File: config.mk
export PLATFORM = sky130hd
export DESIGN_NAME = noc_flit_injector_flat
export DESIGN_NICKNAME = d
export VERILOG_FILES = /design/src/rtl/noc_flit_injector_if.sv /design/src/rtl/noc_flit_injector.sv /design/src/flat_wrapper.sv
export SDC_FILE = /design/constraint.sdc
export NUM_CORES = 1
export LEC_CHECK = 0
export ABC_AREA = 1
export CAP_MARGIN = 30
export CORE_UTILIZATION = 41
export CTS_BUF_LIST = sky130_fd_sc_hd__clkbuf_8
export DETAILED_ROUTE_END_ITERATION = 6
export MAX_ROUTING_LAYER = met4
export PLACE_DENSITY = 0.88
export SLEW_MARGIN = 20
export SYNTH_ARGS = -nofsm -noshare
export SYNTH_HDL_FRONTEND = slang
export SYNTH_SLANG_ARGS = --single-unit
File: constraint.sdc
create_clock -name wclkn -period 3.97 [get_ports wclkn]
set_input_delay 0.5955 -clock wclkn [delete_from_list [all_inputs] [get_ports wclkn]]
set_output_delay 0.5955 -clock wclkn [all_outputs]
set_load 0.01 [all_outputs]
File: src/rtl/noc_flit_injector_if.sv
// noc_flit_injector_if: descriptor, payload-word and FIFO write-port signals of the flit injector
// master: core/FIFO side (drives descriptors, words, fifo_full)
// slave : injector side (drives ready flags and the FIFO write port)
interface noc_flit_injector_if #(
    parameter int DSIZE  = 10,
    parameter int ADDR_W = 4,
    parameter int LEN_W  = 3
);
    logic              pkt_valid;
    logic              pkt_ready;
    logic [ADDR_W-1:0] pkt_dest;
    logic [LEN_W-1:0]  pkt_len;
    logic              word_valid;
    logic              word_ready;
    logic [DSIZE-3:0]  word_data;
    logic              fifo_full;
    logic              fifo_write;
    logic [DSIZE-1:0]  fifo_item;
    modport master (
        output pkt_valid, pkt_dest, pkt_len, word_valid, word_data, fifo_full,
        input  pkt_ready, word_ready, fifo_write, fifo_item
    );
    modport slave (
        input  pkt_valid, pkt_dest, pkt_len, word_valid, word_data, fifo_full,
        output pkt_ready, word_ready, fifo_write, fifo_item
    );
endinterface

File: src/rtl/noc_flit_injector.sv
// noc_flit_injector: segments descriptor + payload words into head/body/tail flits for the FIFO write port
// wclkn, reset (sync, active-high); bus: noc_flit_injector_if.slave (descriptor, words, FIFO write port)
// busy: not IDLE; stat_pkts/stat_stall: counters built only with NOC_INJ_STATS_EN, else tied to 0
module noc_flit_injector #(
    parameter int DSIZE  = 10,
    parameter int ADDR_W = 4,
    parameter int LEN_W  = 3
) (
    input  logic                 wclkn,
    input  logic                 reset,
    noc_flit_injector_if.slave   bus,
    output logic                 busy,
    output logic [15:0]          stat_pkts,
    output logic [15:0]          stat_stall
);
    localparam logic [1:0] IDLE    = 2'd0;
    localparam logic [1:0] HEAD    = 2'd1;
    localparam logic [1:0] PAYLOAD = 2'd2;
    logic [1:0]        state;
    logic [ADDR_W-1:0] dest_q;
    logic [LEN_W-1:0]  len_q;
    logic [LEN_W-1:0]  rem;
    logic              in_head;
    logic              in_pay;
    logic              last;
    logic [DSIZE-3:0]  head_pl;
    always_comb begin
        in_head        = !reset && state == HEAD;
        in_pay         = !reset && state == PAYLOAD;
        last           = in_head ? len_q == '0 : rem == LEN_W'(1);
        head_pl        = (DSIZE-2)'({len_q, dest_q});
        bus.pkt_ready  = !reset && state == IDLE;
        bus.word_ready = in_pay && !bus.fifo_full;
        // combinational so the FIFO's current full flag blocks the write on this edge
        bus.fifo_write = !bus.fifo_full && (in_head || (in_pay && bus.word_valid));
        bus.fifo_item  = in_head ? {last ? 2'b11 : 2'b01, head_pl}
                                 : {last ? 2'b10 : 2'b00, bus.word_data};
        busy           = in_head || in_pay;
    end
    always_ff @(posedge wclkn) begin
        if (reset) begin
            state  <= IDLE;
            dest_q <= '0;
            len_q  <= '0;
            rem    <= '0;
        end else begin
            case (state)
                IDLE: if (bus.pkt_valid) begin
                    state  <= HEAD;
                    dest_q <= bus.pkt_dest;
                    len_q  <= bus.pkt_len;
                end
                HEAD: if (bus.fifo_write) begin
                    state <= last ? IDLE : PAYLOAD;
                    rem   <= len_q;
                end
                PAYLOAD: if (bus.fifo_write) begin
                    state <= last ? IDLE : PAYLOAD;
                    rem   <= rem - LEN_W'(1);
                end
                default: state <= IDLE;
            endcase
        end
    end
`ifdef NOC_INJ_STATS_EN
    // a stall is a cycle with a flit ready to go but held back by fifo_full
    logic stall;
    always_comb stall = bus.fifo_full && (in_head || (in_pay && bus.word_valid));
    always_ff @(posedge wclkn) begin
        if (reset) begin
            stat_pkts  <= '0;
            stat_stall <= '0;
        end else begin
            stat_pkts  <= stat_pkts + 16'(bus.fifo_write && last);
            stat_stall <= stat_stall + 16'(stall);
        end
    end
`else
    assign stat_pkts  = '0;
    assign stat_stall = '0;
`endif
endmodule

File: src/flat_wrapper.sv
// flat-port wrapper written by rule: the top's interface ports become plain ports
module noc_flit_injector_flat 
#(
    parameter int DSIZE  = 10,
    parameter int ADDR_W = 4,
    parameter int LEN_W  = 3
)
  (wclkn, reset, busy, stat_pkts, stat_stall, bus_pkt_valid, bus_pkt_dest, bus_pkt_len, bus_word_valid, bus_word_data, bus_fifo_full, bus_pkt_ready, bus_word_ready, bus_fifo_write, bus_fifo_item);
  noc_flit_injector_if #(.DSIZE(DSIZE), .ADDR_W(ADDR_W), .LEN_W(LEN_W)) bus_i ();
  input  logic wclkn;
  input  logic reset;
  output logic busy;
  output logic [15:0] stat_pkts;
  output logic [15:0] stat_stall;
  input wire logic [$bits(bus_i.pkt_valid)-1:0] bus_pkt_valid;
  input wire logic [$bits(bus_i.pkt_dest)-1:0] bus_pkt_dest;
  input wire logic [$bits(bus_i.pkt_len)-1:0] bus_pkt_len;
  input wire logic [$bits(bus_i.word_valid)-1:0] bus_word_valid;
  input wire logic [$bits(bus_i.word_data)-1:0] bus_word_data;
  input wire logic [$bits(bus_i.fifo_full)-1:0] bus_fifo_full;
  output wire logic [$bits(bus_i.pkt_ready)-1:0] bus_pkt_ready;
  output wire logic [$bits(bus_i.word_ready)-1:0] bus_word_ready;
  output wire logic [$bits(bus_i.fifo_write)-1:0] bus_fifo_write;
  output wire logic [$bits(bus_i.fifo_item)-1:0] bus_fifo_item;
  assign bus_i.pkt_valid = bus_pkt_valid;
  assign bus_i.pkt_dest = bus_pkt_dest;
  assign bus_i.pkt_len = bus_pkt_len;
  assign bus_i.word_valid = bus_word_valid;
  assign bus_i.word_data = bus_word_data;
  assign bus_i.fifo_full = bus_fifo_full;
  assign bus_pkt_ready = bus_i.pkt_ready;
  assign bus_word_ready = bus_i.word_ready;
  assign bus_fifo_write = bus_i.fifo_write;
  assign bus_fifo_item = bus_i.fifo_item;
  noc_flit_injector #(.DSIZE(DSIZE), .ADDR_W(ADDR_W), .LEN_W(LEN_W)) u_core (.wclkn(wclkn), .reset(reset), .bus(bus_i), .busy(busy), .stat_pkts(stat_pkts), .stat_stall(stat_stall));
endmodule
* Word level (Yosys, flattened, before mapping)
Index checks and enable logic that the tools add are counted.
** Word-level totals
- Register bits after elaboration :: 12
- Input port bits :: 20
- Word-level logic and storage cells :: 40
** Operators by class
- $add $sub $neg :: 1
- Equality and inequality tests :: 7
- Muxes and demuxes :: 11
- Reduce and logical (&&, ||, !) cells :: 17
** Operators with widths (count)
- $mux 10 :: 1
- $mux 2 :: 5
- $logic_and 1x1->1 :: 6
- $mux 3 :: 2
- $ne 2x2->1 const B :: 3
- $pmux 3 s2 :: 1
- $pmux 2 s2 :: 1
- $reduce_and 2->1 :: 2
- $eq 3x1->1 const B :: 1
- $logic_not 3->1 :: 1
- $reduce_and 3->1 :: 1
- $sub 3x1->3 const B :: 1
- $eq 2x1->1 const B :: 1
- $eq 2x2->1 const B :: 1
- $logic_not 1->1 :: 2
- $logic_not 2->1 :: 1
- $logic_or 1x1->1 :: 2
- $ne 2x1->1 const B :: 1
- $reduce_bool 2->1 :: 1
- $reduce_or 2->1 :: 1
- $mux 1 :: 1

* Depth between registers and ports, before layout
- Word-level depth :: 7
- Mapped depth :: 10
- Depth with buffers taken out :: 10

* Worst setup path before layout
Ideal clock, no wire load.
- Path kind :: input to output
- Start :: input reset
- End :: output bus_fifo_item[9]
- Arrival time :: 1.219 ns
- Path slack :: 2.155 ns
- Stages on the path :: 7
- Path buffers :: 2
- Path through :: buf_6 -> inv_2 -> nand2_2 -> nor2_1 -> nand2_1 -> nand2_1 -> buf_4
** Between the ends
- Cells in the longest elaborated chain, start to end :: 5
- Elaborated cells on any way between the ends :: 6
- Those cells by class :: mux (4); reduce/logical (2)
** RTL lines
- from (decl) :: line flat_wrapper.sv:11 : input logic reset;
- $logic_not 1->1 (*) :: line noc_flit_injector.sv:28 : in_head = !reset && state == HEAD;
- $logic_and 1x1->1 (*) :: line noc_flit_injector.sv:28
- $mux 1 (*) :: line noc_flit_injector.sv:30 : last = in_head ? len_q == '0 : rem == LEN_W'(1);
- net u_core.last :: line noc_flit_injector.sv:25 : logic last;
- $mux 2 (on tied branches) :: line noc_flit_injector.sv:37, noc_flit_injector.sv:36
- $mux 10 (*) :: line noc_flit_injector.sv:36 : bus.fifo_item = in_head ? {last ? 2'b11 : 2'b01, head_pl}
- to (decl) :: line flat_wrapper.sv:24 : output wire logic [$bits(bus_i.fifo_item)-1:0] bus_fifo_item;
Mark *: on every way through the listed nets, which the timed path passes. The rest lies on a longest branch.

* Final worst setup path
- Start :: input reset
- End :: output bus_fifo_item[9]
** Between the ends
- Cells in the longest elaborated chain, start to end :: 5
- Elaborated cells on any way between the ends :: 6
- Those cells by class :: mux (4); reduce/logical (2)
** RTL lines (line)
- $logic_not 1->1 (*) :: noc_flit_injector.sv:28
- $logic_and 1x1->1 (*) :: noc_flit_injector.sv:28
- $mux 1 :: noc_flit_injector.sv:30
- $mux 2 (on tied branches) :: noc_flit_injector.sv:37, noc_flit_injector.sv:36
- $mux 10 (*) :: noc_flit_injector.sv:36
Every way passes the cells marked *; elsewhere a longest branch is shown, timed or not.

==> metrics.md <==
| Metric | Value |
|---|---|
| Num ports | 66 |
| Yosys top cell area share | 24.2% |
| CTS clk-pin slew, worst paths | 60 ps |
| Switching part of the total | 43.0% |
| Rows | 18 |
| Vias in the first global route | 846 |
| H-tree depth | 1 |
| Fmax | 327 MHz |
| TNS Setup | 0 ps |
| First-pass DRT Iterations | 5 |
| Clock Sinks | 12 |
| Clk buf depth | 2 |
| Compound-gate portion of the synthesized area | 8.06% |
| Mux cell area share after synthesis | 0% |
| Critical setup path kind | in -> out |
| TritonCTS clock tree | yes |
| Synthesized area per cell | 6.90 um^2 |
| Max-slew violations | 0 |
| Power Density | 571 nW/um^2 |
| GRT Util Overall | 17.1% |
| DRC violations left | 0 |
| Clk Latency, worst-skew pair | 250 ps |
| Clk pwr share | 18.4% |
| P_int | 0.000429 W |
| Overflow left after global routing | 0 |
| Post-Synth Simple-Gate Area | 32.0% |
| Pin count of the biggest net entering global routing | 12 |
| Final Cycle Share | 77.1% |
| Synth area leaders | buf_4 24%, dfxtp_1 23%, nand2_1 11% |
| Area growth, synth to finish | 24.8% |
| Final core occ | 53.7% |
| Tmin final | 3060 ps |
| # Max-Cap Violations | 0 |
| Via density | 4.38 |
| Layout Nets | 211 |
| Starting Density | 43.0% |
| Antenna Cells | 0 |
| Crit start category | primary input |
| Worst EP required | 3370 ps |
| Critical Path AT | 2470 ps |
| Sequential share of power | 24.4% |
| Cell count after synthesis | 153 |
| Chip Width | 52.8 um |
| Post-synthesis xor/xnor area fraction | 0% |
| Final setup skew | 1.12 ps |
| Main combinational cell family by area after synthesis | simple AND/OR/NAND/NOR gates |
| Die footprint | 2780 um^2 |
| HP Class | reg -> reg |
| Status | finished clean |
| Sequential fraction of the synthesis area | 22.7% |
| Routed Antenna Nets | 0 |
| Root Driver | clkbuf_8 |
| Hold-fix buffers, CTS | 0 |
| Core area | 2450 um^2 |
| Hold Vio Cnt, Final | 0 |
| Warnings from Yosys | 0 |
| Final Setup Violations | 0 |
| Sw Pwr | 0.000323 W |
| Comb pwr share | 57.1% |
| Die H | 52.8 um |
| Peak supply drop | 0.424 mV |
| Unrepaired setup endpoints after global routing | false |
| Initial antenna violation count | 0 |
| WL final | 2090 um |
| Cell variety after synth | 20 |
| Port Buffers | 33 |
| Post-cts resize count | 0 |
| Leak | 0.637 nW |
| Post-CTS Setup Bufs | 0 |
| Synth Register Bits | 12 |
| Initial DRC Count | 21 |
| First-pass GRT wire length | 3370 um |
| CP endpoint kind | primary output |
| Vias | 941 |
| Gpl congestion | 0.853 |
| Layout cells sized above 1 | 8.11% |
| CTS buffer count | 3 |
| Adder-cell share of the synthesized area | 5.92% |
| Drt wl/cell | 9.73 um |
| Synth Cell Area | 1060 um^2 |
| Area leader, netlist | buf_4 |
| Crit path max fanout | 11 |
| Hpwl dp | 1640 um |
[cells in the mapped netlist]
master	n
buf_6	2
ha_1	5
or2_2	2
nand3_2	1
inv_2	1
nand2_4	2
nand2_2	2
nor2_4	1
a21oi_1	5
nor2_1	21
nand3_1	6
inv_1	12
conb_1	1
buf_4	34
nor3_1	1
o21ai_0	12
nand4_4	1
nand2_1	31
nand3_4	1
dfxtp_1	12
[power by group through the flow]
stage,combinational [W],sequential (W),clock [W]
final,0.000430,0.000184,0.000139
after global routing,0.000486,0.000190,0.000144
after CTS,0.000429,0.000184,0.000140
after detailed placement,0.000424,0.000187,0
after global placement,0.000415,0.000185,0
after floorplan,0.000327,0.000180,0
[worst paths after layout]
path / startpoint / endpoint / slack, ps / depth (start not counted)
max reg2reg: u_core.state[1]$_SDFFE_PP0P_ / u_core.state[1]$_SDFFE_PP0P_ / 2520 / 9
min: u_core.dest_q[1]$_SDFFE_PP0P_ / u_core.dest_q[1]$_SDFFE_PP0P_ / 480 / 2
min reg2reg: u_core.dest_q[1]$_SDFFE_PP0P_ / u_core.dest_q[1]$_SDFFE_PP0P_ / 480 / 2
max: reset / bus_fifo_item[9] / 910 / 7
[cells by family (layout without fill, tap and decap cells)]
group / after synthesis / after routing
compound gates: 17 / 17
simple gates: 69 / 69
fa+ha+maj: 5 / 5
other cells: 1 / 32
buf+inv: 49 / 50
flops: 12 / 12
[through the flow]
step	cells	total power (W)	instance area, um^2	worst slack [ps]	hold slack [ps]
2_1_floorplan	184	0.000507	1170	2160	437
3_3_place_gp	211	0.000600	1260	993	461
3_5_place_dp	211	0.000610	1260	926	473
4_1_cts	215	0.000753	1320	915	486
5_1_grt	215	0.000821	1320	729	511
6_report	215	0.000752	1320	907	480
[layout by cell type, fill, tap and decap left out, types with 2 or more instances in the layout]
cell type / netlist / routed
clkbuf_8: 0 / 4
nand2_2: 2 / 2
nand2_1: 31 / 31
ha_1: 5 / 5
nor2_1: 21 / 21
conb_1: 1 / 32
o21ai_0: 12 / 12
a21oi_1: 5 / 5
clkdlybuf4s50_1: 0 / 33
nand2_4: 2 / 2
nand3_1: 6 / 6
or2_2: 2 / 2
inv_1: 12 / 12
dfxtp_1: 12 / 12
[registers in the layout, indices dropped and copies added, names as in the netlist]
signal and cells:
u_core.dest_q 4, u_core.len_q 3, u_core.rem 3, u_core.state 2
[critical path, cell delays in order]
cell and delay (ps):
clkdlybuf4s50_1 570, inv_2 250, nand2_2 180, nor2_1 170
nand2_1 90, nand2_1 70, clkdlybuf4s50_1 530
[metal layers]
metal	up-vias	global-route usage (%)	part of all wire, %
met5	-	-	0
met4	0	7.89	1.3
met3	4	2.90	6.3
met2	42	29.5	52
met1	420	19.0	40
li1	475	-	-
[layout make-up]
type,instances,area [um^2]
Inverter,13,48.8
Clock buffer,4,55.1
Timing Repair Buffer,33,330
Multi-Input combinational cell,123,606
Sequential cell,12,240
Tap cell,30,37.5
Fill cell,235,1140
(Power assumes the default switching activity.)
